==> config.mk <==
export PLATFORM = sky130hd
export DESIGN_NAME = reg_pipe_ctrl_flat
export DESIGN_NICKNAME = d
export VERILOG_FILES = /design/src/rtl/reg_pipe_ctrl_if.sv /design/src/rtl/reg_pipe_ctrl.sv /design/src/flat_wrapper.sv
export SDC_FILE = /design/constraint.sdc
export NUM_CORES = 1
export LEC_CHECK = 0
export BUFFER_PORTS_ARGS = -buffer_cell sky130_fd_sc_hd__clkbuf_2
export CORE_ASPECT_RATIO = 0.9
export CORE_MARGIN = 2
export CORE_UTILIZATION = 60
export DETAILED_ROUTE_END_ITERATION = 7
export PLACE_DENSITY = 0.91
export SLEW_MARGIN = 20
export SYNTH_ARGS = -nofsm -noshare
export SYNTH_HDL_FRONTEND = slang
export SYNTH_SLANG_ARGS = --single-unit
==> constraint.sdc <==
create_clock -name clk -period 5.9 [get_ports clk]
set_input_delay 1.18 -clock clk [delete_from_list [all_inputs] [get_ports clk]]
set_output_delay 1.18 -clock clk [all_outputs]
set_load 0.02 [all_outputs]
==> src/rtl/reg_pipe_ctrl_if.sv <==
// ----------------------------------------------------------------------------
// reg_pipe_ctrl_if
//
// Purpose:
//   Groups the sample stream of reg_pipe_ctrl into one bundle. The bundle has
//   an input side (valid/ready/data) and an output side (valid/data).
//
// Parameters:
//   WIDTH      data width in bits
//
// Signals:
//   in_valid   producer -> block   input sample valid
//   in_ready   block -> producer   block accepts a sample this cycle
//   din        producer -> block   input data
//   out_valid  block -> consumer   output sample valid
//   dout       block -> consumer   output data
//
// Modports:
//   master     environment side: drives in_valid/din and observes the rest
//   slave      pipeline side: drives in_ready/out_valid/dout
// ----------------------------------------------------------------------------
interface reg_pipe_ctrl_if #(
    parameter int WIDTH = 18
);
    logic             in_valid;
    logic             in_ready;
    logic [WIDTH-1:0] din;
    logic             out_valid;
    logic [WIDTH-1:0] dout;

    modport master (
        output in_valid,
        output din,
        input  in_ready,
        input  out_valid,
        input  dout
    );

    modport slave (
        input  in_valid,
        input  din,
        output in_ready,
        output out_valid,
        output dout
    );
endinterface : reg_pipe_ctrl_if

==> src/rtl/reg_pipe_ctrl.sv <==
// ----------------------------------------------------------------------------
// reg_pipe_ctrl
//
// Purpose:
//   Register pipeline with a depth that can be chosen at runtime, from 0
//   (combinational bypass) up to MAX_DEPTH. Each stage carries a valid bit
//   next to its data. When a new depth is requested, the block stops taking
//   input and waits until the samples in flight have left at the old depth.
//   Only then does it switch. This lets the latency of an operand or result
//   path change without corrupting any sample.
//
// Parameters:
//   WIDTH          data width, bits
//   MAX_DEPTH      number of physical stages, >= 1
//   DEFAULT_DEPTH  active depth after reset, 0..MAX_DEPTH
//   DW             derived: width of the depth and level fields
//
// Ports:
//   clk        clock, rising edge
//   rst        asynchronous reset, active-low
//   ce         clock enable; gates every stage shift, the FSM and the counter
//   sclr       synchronous clear, active-high, acts only when ce=1
//   depth_sel  requested depth; values above MAX_DEPTH clamp to MAX_DEPTH
//   bus        sample stream (in_valid/in_ready/din, out_valid/dout)
//   depth_act  depth currently applied
//   level      number of valid samples in stages 0..depth_act-1
//   stall_cnt  count of cycles in which input was blocked
//
// Build option:
//   REG_PIPE_STALL_CNT_EN
//     When defined, stall_cnt counts enabled cycles in which in_valid=1 and
//     in_ready=0. It saturates at 16'hFFFF and clears only on rst.
//     When undefined, stall_cnt is tied to zero and no counter is built.
// ----------------------------------------------------------------------------
module reg_pipe_ctrl #(
    parameter  int WIDTH         = 18,
    parameter  int MAX_DEPTH     = 4,
    parameter  int DEFAULT_DEPTH = 1,
    localparam int DW            = $clog2(MAX_DEPTH + 1)
) (
    input  logic                  clk,
    input  logic                  rst,
    input  logic                  ce,
    input  logic                  sclr,
    input  logic [DW-1:0]         depth_sel,
    reg_pipe_ctrl_if.slave        bus,
    output logic [DW-1:0]         depth_act,
    output logic [DW-1:0]         level,
    output logic [15:0]           stall_cnt
);

    localparam logic [DW-1:0] MAX_D = DW'(MAX_DEPTH);
    localparam logic [DW-1:0] DEF_D = DW'(DEFAULT_DEPTH);

    typedef enum logic {
        RUN   = 1'b0,
        DRAIN = 1'b1
    } state_t;

    // ------------------------------------------------------------------
    // State
    // ------------------------------------------------------------------
    logic [WIDTH-1:0]     stg_q [MAX_DEPTH];
    logic [WIDTH-1:0]     stg_d [MAX_DEPTH];
    logic [MAX_DEPTH-1:0] vld_q;
    logic [MAX_DEPTH-1:0] vld_d;
    state_t               state_q;
    state_t               state_d;
    logic [DW-1:0]        depth_act_q;
    logic [DW-1:0]        depth_act_d;

    logic                 in_ready_c;
    logic                 accept_c;
    logic [DW-1:0]        depth_req_c;
    logic [MAX_DEPTH-1:0] win_vld;
    logic [DW-1:0]        level_c;

    // Requests beyond the physical pipeline saturate rather than wrap.
    function automatic logic [DW-1:0] clamp_depth(input logic [DW-1:0] d);
        return (d > MAX_D) ? MAX_D : d;
    endfunction

    assign depth_req_c = clamp_depth(depth_sel);

    // Input is blocked for the whole drain. No new sample can enter a
    // pipeline whose latency is about to change.
    assign in_ready_c = (state_q == RUN);

    // Stage 0 records acceptance, gated by ready. It is not gated by ce:
    // stage 0 only loads on enabled cycles, so the product is already
    // qualified when it takes effect.
    assign accept_c = bus.in_valid & in_ready_c;

    // ------------------------------------------------------------------
    // Occupancy of the active window. Stages at or beyond depth_act still
    // shift but never reach the output, so they are excluded from level.
    // ------------------------------------------------------------------
    generate
        for (genvar gi = 0; gi < MAX_DEPTH; gi++) begin : g_win
            assign win_vld[gi] = vld_q[gi] & (DW'(gi) < depth_act_q);
        end
    endgenerate

    always_comb begin
        level_c = '0;
        for (int i = 0; i < MAX_DEPTH; i++) begin
            if (win_vld[i]) begin
                level_c = level_c + DW'(1);
            end
        end
    end

    // ------------------------------------------------------------------
    // Next-state logic: stage shift, clear and depth-change FSM
    // ------------------------------------------------------------------
    always_comb begin
        stg_d       = stg_q;
        vld_d       = vld_q;
        state_d     = state_q;
        depth_act_d = depth_act_q;

        if (ce) begin
            if (sclr) begin
                // The clear drops all samples in flight. No drain is
                // needed, so the requested depth takes effect at once.
                for (int i = 0; i < MAX_DEPTH; i++) begin
                    stg_d[i] = '0;
                end
                vld_d       = '0;
                state_d     = RUN;
                depth_act_d = depth_req_c;
            end else begin
                // All physical stages shift every enabled cycle. Data
                // loads even without a valid sample, so the datapath
                // needs no per-stage enable.
                stg_d[0] = bus.din;
                vld_d[0] = accept_c;
                for (int i = 1; i < MAX_DEPTH; i++) begin
                    stg_d[i] = stg_q[i-1];
                    vld_d[i] = vld_q[i-1];
                end

                unique case (state_q)
                    RUN: begin
                        // A sample accepted in this same cycle is already
                        // in vld_d[0]. It is drained at the old depth.
                        if (depth_req_c != depth_act_q) begin
                            state_d = DRAIN;
                        end
                    end
                    DRAIN: begin
                        // Sample the request only at the moment of the
                        // switch. Changes made while draining just update
                        // what is applied here.
                        if (level_c == '0) begin
                            depth_act_d = depth_req_c;
                            state_d     = RUN;
                        end
                    end
                    default: state_d = RUN;
                endcase
            end
        end
    end

    always_ff @(posedge clk or negedge rst) begin
        if (!rst) begin
            for (int i = 0; i < MAX_DEPTH; i++) begin
                stg_q[i] <= '0;
            end
            vld_q       <= '0;
            state_q     <= RUN;
            depth_act_q <= DEF_D;
        end else begin
            stg_q       <= stg_d;
            vld_q       <= vld_d;
            state_q     <= state_d;
            depth_act_q <= depth_act_d;
        end
    end

    // ------------------------------------------------------------------
    // Output selection. Depth 0 is a pure wire from input to output. At
    // that depth the output valid follows the handshake, so a blocked
    // sample never shows up as valid at the output.
    // ------------------------------------------------------------------
    logic [WIDTH-1:0] dout_c;
    logic             out_valid_c;

    always_comb begin
        dout_c      = bus.din;
        out_valid_c = accept_c;
        for (int i = 0; i < MAX_DEPTH; i++) begin
            if (depth_act_q == DW'(i + 1)) begin
                dout_c      = stg_q[i];
                out_valid_c = vld_q[i];
            end
        end
    end

    assign bus.dout      = dout_c;
    assign bus.out_valid = out_valid_c;
    assign bus.in_ready  = in_ready_c;
    assign depth_act     = depth_act_q;
    assign level         = level_c;

    // ------------------------------------------------------------------
    // Backpressure counter
    // ------------------------------------------------------------------
`ifdef REG_PIPE_STALL_CNT_EN
    logic [15:0] stall_cnt_q;
    logic [15:0] stall_cnt_d;

    // This counter ignores sclr. It reports the total number of blocked
    // cycles since power-up or reset.
    always_comb begin
        stall_cnt_d = stall_cnt_q;
        if (ce && bus.in_valid && !in_ready_c && (stall_cnt_q != 16'hFFFF)) begin
            stall_cnt_d = stall_cnt_q + 16'd1;
        end
    end

    always_ff @(posedge clk or negedge rst) begin
        if (!rst) begin
            stall_cnt_q <= '0;
        end else begin
            stall_cnt_q <= stall_cnt_d;
        end
    end

    assign stall_cnt = stall_cnt_q;
`else
    assign stall_cnt = 16'h0000;
`endif

endmodule : reg_pipe_ctrl

==> src/flat_wrapper.sv <==
// flat-port wrapper written by rule: the top's interface ports become plain ports
module reg_pipe_ctrl_flat 
#(
    parameter  int WIDTH         = 18,
    parameter  int MAX_DEPTH     = 4,
    parameter  int DEFAULT_DEPTH = 1,
    localparam int DW            = $clog2(MAX_DEPTH + 1)
)
  (clk, rst, ce, sclr, depth_sel, depth_act, level, stall_cnt, bus_in_valid, bus_din, bus_in_ready, bus_out_valid, bus_dout);
  reg_pipe_ctrl_if #(.WIDTH(WIDTH)) bus_i ();
  input  logic clk;
  input  logic rst;
  input  logic ce;
  input  logic sclr;
  input  logic [DW-1:0] depth_sel;
  output logic [DW-1:0] depth_act;
  output logic [DW-1:0] level;
  output logic [15:0] stall_cnt;
  input wire logic [$bits(bus_i.in_valid)-1:0] bus_in_valid;
  input wire logic [$bits(bus_i.din)-1:0] bus_din;
  output wire logic [$bits(bus_i.in_ready)-1:0] bus_in_ready;
  output wire logic [$bits(bus_i.out_valid)-1:0] bus_out_valid;
  output wire logic [$bits(bus_i.dout)-1:0] bus_dout;
  assign bus_i.in_valid = bus_in_valid;
  assign bus_i.din = bus_din;
  assign bus_in_ready = bus_i.in_ready;
  assign bus_out_valid = bus_i.out_valid;
  assign bus_dout = bus_i.dout;
  reg_pipe_ctrl #(.WIDTH(WIDTH), .MAX_DEPTH(MAX_DEPTH), .DEFAULT_DEPTH(DEFAULT_DEPTH)) u_core (.clk(clk), .rst(rst), .ce(ce), .sclr(sclr), .depth_sel(depth_sel), .bus(bus_i), .depth_act(depth_act), .level(level), .stall_cnt(stall_cnt));
endmodule
======== After elaboration in Yosys (flattened, before gate mapping) ========
Index checks and enable logic that the tools add are counted.
word-level totals
  input port bits ......................... 26
  output and inout bits ................... 42
  bits in registers ....................... 80
  word-level logic and storage cells ...... 52
cells by class
  add/sub/neg operators ................... 3
  equality and inequality tests ........... 5
  reductions and logical operators ........ 4
  bitwise gates (word level) .............. 6
  multiplexer cells ....................... 22
  order comparisons ....................... 5
operator list
  kind                                                                  count
  18-bit 2-to-1 mux                                                     4
  72-bit 2-to-1 mux                                                     1
  3-bit 2-to-1 mux                                                      7
  1-bit 2-to-1 mux                                                      8
  3-bit by 1-bit adder with 3-bit output (second input constant)        2
  3-bit by 2-bit == test with 1-bit output (second input constant)      2
  1-bit by 3-bit < comparator with 1-bit output (first input constant)  2
  2-bit by 3-bit < comparator with 1-bit output (first input constant)  2
  1-bit bitwise AND                                                     5
  4-bit 2-to-1 mux                                                      1
  2-bit nonzero test                                                    2
  3-bit by 1-bit == test with 1-bit output (second input constant)      1
  3-bit == test (second input constant)                                 1
  3-bit > comparator (second input constant)                            1
  3-bit logical NOT                                                     1
  3-bit inequality test                                                 1
  3-bit AND reduction                                                   1
  1-bit by 1-bit adder with 2-bit output (second input constant)        1
  1-bit case mux with 2 select lines                                    1
  1-bit NOT                                                             1

======== Depth between registers and ports, before layout ========
  depth after elaboration ................. 13
  depth in mapped cells ................... 15
  mapped depth without buffers ............ 11

======== Worst setup path before layout ========
Ideal clock, no wire load.
  kind .................................... register to output
  from .................................... reg u_core.depth_act_q[2] (netlist: u_core.depth_act[2])
  to ...................................... out level[1]
  arrival ................................. 2.493 ns
  cell stages (with the launch flop) ...... 13
  slack ................................... 2.227 ns
  data required time ...................... 4.720 ns
  path buffers ............................ 4
  path through ............................ dfrtp_1 -> buf_6 -> clkbuf_1 -> clkbuf_1 -> o21ai_0 -> inv_1 -> ha_1 -> xnor2_1 -> ha_1 -> nand3_1 -> o41ai_1 -> nand2b_1 -> buf_2
on the way
  longest elaborated chain between the ends .. 9
  elaborated cells between the ends (all ways) .. 15
  classes of those cells .................. add/sub (3); order compare (4); mux (4); bitwise (4)
ends and longest elaborated chain
  what                                           line                  text
  from (decl)                                    reg_pipe_ctrl.sv:69   logic [DW-1:0] depth_act_q;
  from (signal assigned)                         reg_pipe_ctrl.sv:178  depth_act_q <= depth_act_d;
  1-bit by 3-bit < comparator with 1-bit output  reg_pipe_ctrl.sv:100  assign win_vld[gi] = vld_q[gi] & (DW'(gi) < depth_act_q);
  1-bit bitwise AND                              reg_pipe_ctrl.sv:100
  1-bit 2-to-1 mux                               reg_pipe_ctrl.sv:107  if (win_vld[i]) begin
  1-bit by 1-bit adder with 2-bit output         reg_pipe_ctrl.sv:108  level_c = level_c + DW'(1);
  3-bit 2-to-1 mux                               reg_pipe_ctrl.sv:107
  3-bit by 1-bit adder with 3-bit output         reg_pipe_ctrl.sv:108
  3-bit 2-to-1 mux                               reg_pipe_ctrl.sv:107
  3-bit by 1-bit adder with 3-bit output         reg_pipe_ctrl.sv:108
  3-bit 2-to-1 mux *                             reg_pipe_ctrl.sv:107
  to (decl)                                      flat_wrapper.sv:17    output logic [DW-1:0] level;
Every way passes the cells marked *; elsewhere a longest branch is shown, timed or not.

======== Final worst setup path ========
Ends and elaborated chain as after synthesis.

==> flow_metrics.tcl <==
set metrics [dict create \
    synth_xor_area_share_pct 1.331 \
    fin_ws_ns 1.417 \
    synth_edf_count 0 \
    r2r_slack_ns 2.38 \
    rsz0062_at_grt "no" \
    r2r-start "u_core.depth_act[2]" \
    ios 68 \
    cp-start-kind "flip-flop" \
    hold_viol 0 \
    clock.fmax_ghz 0.2230 \
    vias 3922 \
    synth.distinct_cells 46 \
    antennaDiodeCount 0 \
    reg2regPathDepth 11 \
    yosys_register_bits 80 \
    drt_wl_total_um 10230 \
    drive_above_1_share_pct 14.39 \
    place_hpwl_um 6174 \
    worstSkewPairLatency_ns 0.35 \
    first_iter_violations 390 \
    area_growth_pct 7.957 \
    p_per_area_mw_per_mm2 351.0 \
    cp_max_fo 41 \
    end_kind "primary output" \
    wl_met1_um 4352 \
    worstHoldPathCells 2 \
    dieHeight_um 86.28 \
    layout_common_cells "dfrtp_1, o21ai_0, nand2_1" \
    async_flop_share_pct 100.0 \
    finClkSkew_ns 0.007548 \
    cts_resized 0 \
    synth.area.mux_share_pct 2.939 \
    fin_setup_tns_ns 0 \
    setup_viol 0 \
    grt_start_max_net_pins 90 \
    met2_length_um 5055 \
    preCtsSetupSlack_ns 1.888 \
    overflow 0 \
    dieWidth_um 95.42 \
    power.leakage_nw 2.131 \
    cap_violations 0 \
    syn-cell-area_mm2 0.004513 \
    clk_pin_slew_worst_paths_ns 0.08 \
    die_area_mm2 0.008232 \
    clockBufferDepth 2 \
    fin_nets 573 \
    hp-class "reg2reg" \
    met3_length_um 695 \
    synth_compound_area_share_pct 22.59 \
    reg2reg_to "u_core.depth_act[1]" \
    required_ns 4.72 \
    crit_top_cell "ha_1" \
    crit_type "reg2out" \
    ys.flop_type "dfrtp_1" \
    cts.sinks 80 \
    cts_setup_buffers 0 \
    groute.usage.overall_pct 26.04 \
    syn_area_per_cell_um2 8.696 \
    fin_crit_ns 4.483 \
    report.final.slew_viol_count 0 \
    core_area_mm2 0.007184 \
    min_period_over_period_pct 75.99 \
    tightest_slew_ns 1.039 \
    crit_slowest_cell "a21boi_0" \
    cts_tree "built" \
    rows 29 \
    fin_total_pwr_mw 1.710 \
    worst-path-buf-inv 3 \
    cp_top_family "buffers and inverters" \
    ys_seq_area_share_pct 44.39 \
    placedCellCount 626 \
    ys_warn_count 0 \
    max_stage_delay_ns 0.35 \
    synth_top_family_by_area "compound AO/OA/AOI/OAI gates" \
    cts-htree-levels 3 \
    netlist_instances 519 \
    slew_headroom_pct 30.38 \
    root_buffer "clkbuf_8" \
    hold_buffers 0 \
    post_synth_and_or_nand_nor_area_fraction_pct 17.08 \
    wl_per_cell_um 15.93 \
    holdWs_ns 0.4771 \
    cp_cell_sequence "buf_4 -> inv_1 -> a21boi_0 -> ha_1 -> xnor2_1 -> ha_1 -> nand3_1 -> o41ai_1 -> nand2b_1 -> clkbuf_2" \
    grt_pass1_vias 3769 \
    cts_buffers 9 \
    irDropWorstVdd_mv 0.2212 \
    routabilityCongestion 0.9095 \
    worstHoldEndpoint "u_core.stg_q[7]" \
    top_layer "met4" \
    first_pass_iters 5 \
    status "complete, no violations" \
    grt_pass1_wl_um 16920 \
    portBuffers 51 \
    start_util_pct 62.82 \
    synthAdderAreaFrac_pct 0.8317 \
    vias_per_cell 6.109 \
    crit_arrival_ns 3.30 \
    antenna_found_initial 0 \
    drc 0 \
    fill_cells 569 \
    hold_start "u_core.stg_q[7]" \
    drtAntennaViolNets 0 \
    final_cell_count_no_fill 642 \
    layout.cells.most_common "dfrtp_1" \
]
## cell type report
class	instances	area, um^2	area share, %
multi-input cells	347	2081	42.71
inverters	49	183.9	3.775
clock inverters	2	12.51	0.2568
flip-flops and latches	80	2003	41.11
clock buffers	14	172.7	3.544
repair buffers	57	302.8	6.215
well taps	93	116.4	2.388
## logic make-up after synthesis
kind of cell               Yosys count
AOI/OAI and AO/OA                  164
xor gates and xnor gates             6
adders and majority gates            3
buffers and inverters              107
DFF                                 80
muxes                               12
other                                1
and+or+nand+nor                    146
## routing by layer
metal	up-vias	track usage (%)
met5	-	0
met4	0	8.831
met3	14	5.478
met2	174	44.05
met1	1916	33.45
li1	1818	-
## through the flow
| step | util, % | instance area, um^2 |
|---|---|---|
| 4_1_cts | 67.82 | 4872 |
| 3_5_place_dp | 65.24 | 4687 |
| 3_3_place_gp | 65.24 | 4687 |
| 5_1_grt | 67.82 | 4872 |
| 2_1_floorplan | - | 4569 |
| 6_report | 67.82 | 4872 |
## tightest hold or removal path: stages (launching register included)
cell	delay, ns
dfrtp_1	0.35
nand2_1	0.05
o31ai_1	0.05
## cell usage after synthesis (2+ instances only)
library cell	count	area share [%]
xor2_1	3	0.58
buf_4	16	2.7
buf_6	2	0.50
nor2b_1	5	0.69
o21a_1	6	1.0
nand2b_1	4	0.55
xnor2_1	2	0.39
nand3_1	5	0.55
o211ai_1	18	3.0
o21ai_0	78	8.6
a21oi_1	15	1.7
nor2_1	15	1.2
clkbuf_1	29	2.4
nand3b_1	38	6.3
a31oi_1	3	0.42
inv_1	48	4.0
mux2i_1	11	2.4
buf_1	4	0.33
ha_1	3	0.83
nand2_1	61	5.1
buf_2	7	0.78
or4_1	2	0.33
dfrtp_1	79	44
o31ai_1	31	5.2
or3_1	10	1.4
a222oi_1	2	0.44
and2_1	2	0.28
a22o_1	2	0.39
## report_power, final
part | switching, mW | internal, mW | leakage (nW)
registers | 0.0252 | 0.587 | 1.08
logic | 0.490 | 0.227 | 0.962
clock network | 0.194 | 0.187 | 0.0927
## state kept, by name, summed over array words and instances, names as in the netlist
name,cells
u_core.state_q,1
u_core.stg_q,72
u_core.depth_act,3
u_core.vld_q,4
## worst max path at each step
stage | from | endpoint | slack [ns] | cells past startpoint
finish | u_core.depth_act[2] | level[1] | 1.42 | 10
global route | u_core.depth_act[2] | level[1] | 1.23 | 10
CTS | u_core.depth_act[2] | level[1] | 1.50 | 10
detailed placement | u_core.depth_act[2] | level[1] | 1.89 | 10
global placement | u_core.depth_act[2] | level[1] | 2.02 | 10
floorplan | u_core.depth_act[2] | level[1] | 2.23 | 12
(Power assumes the default switching activity.)
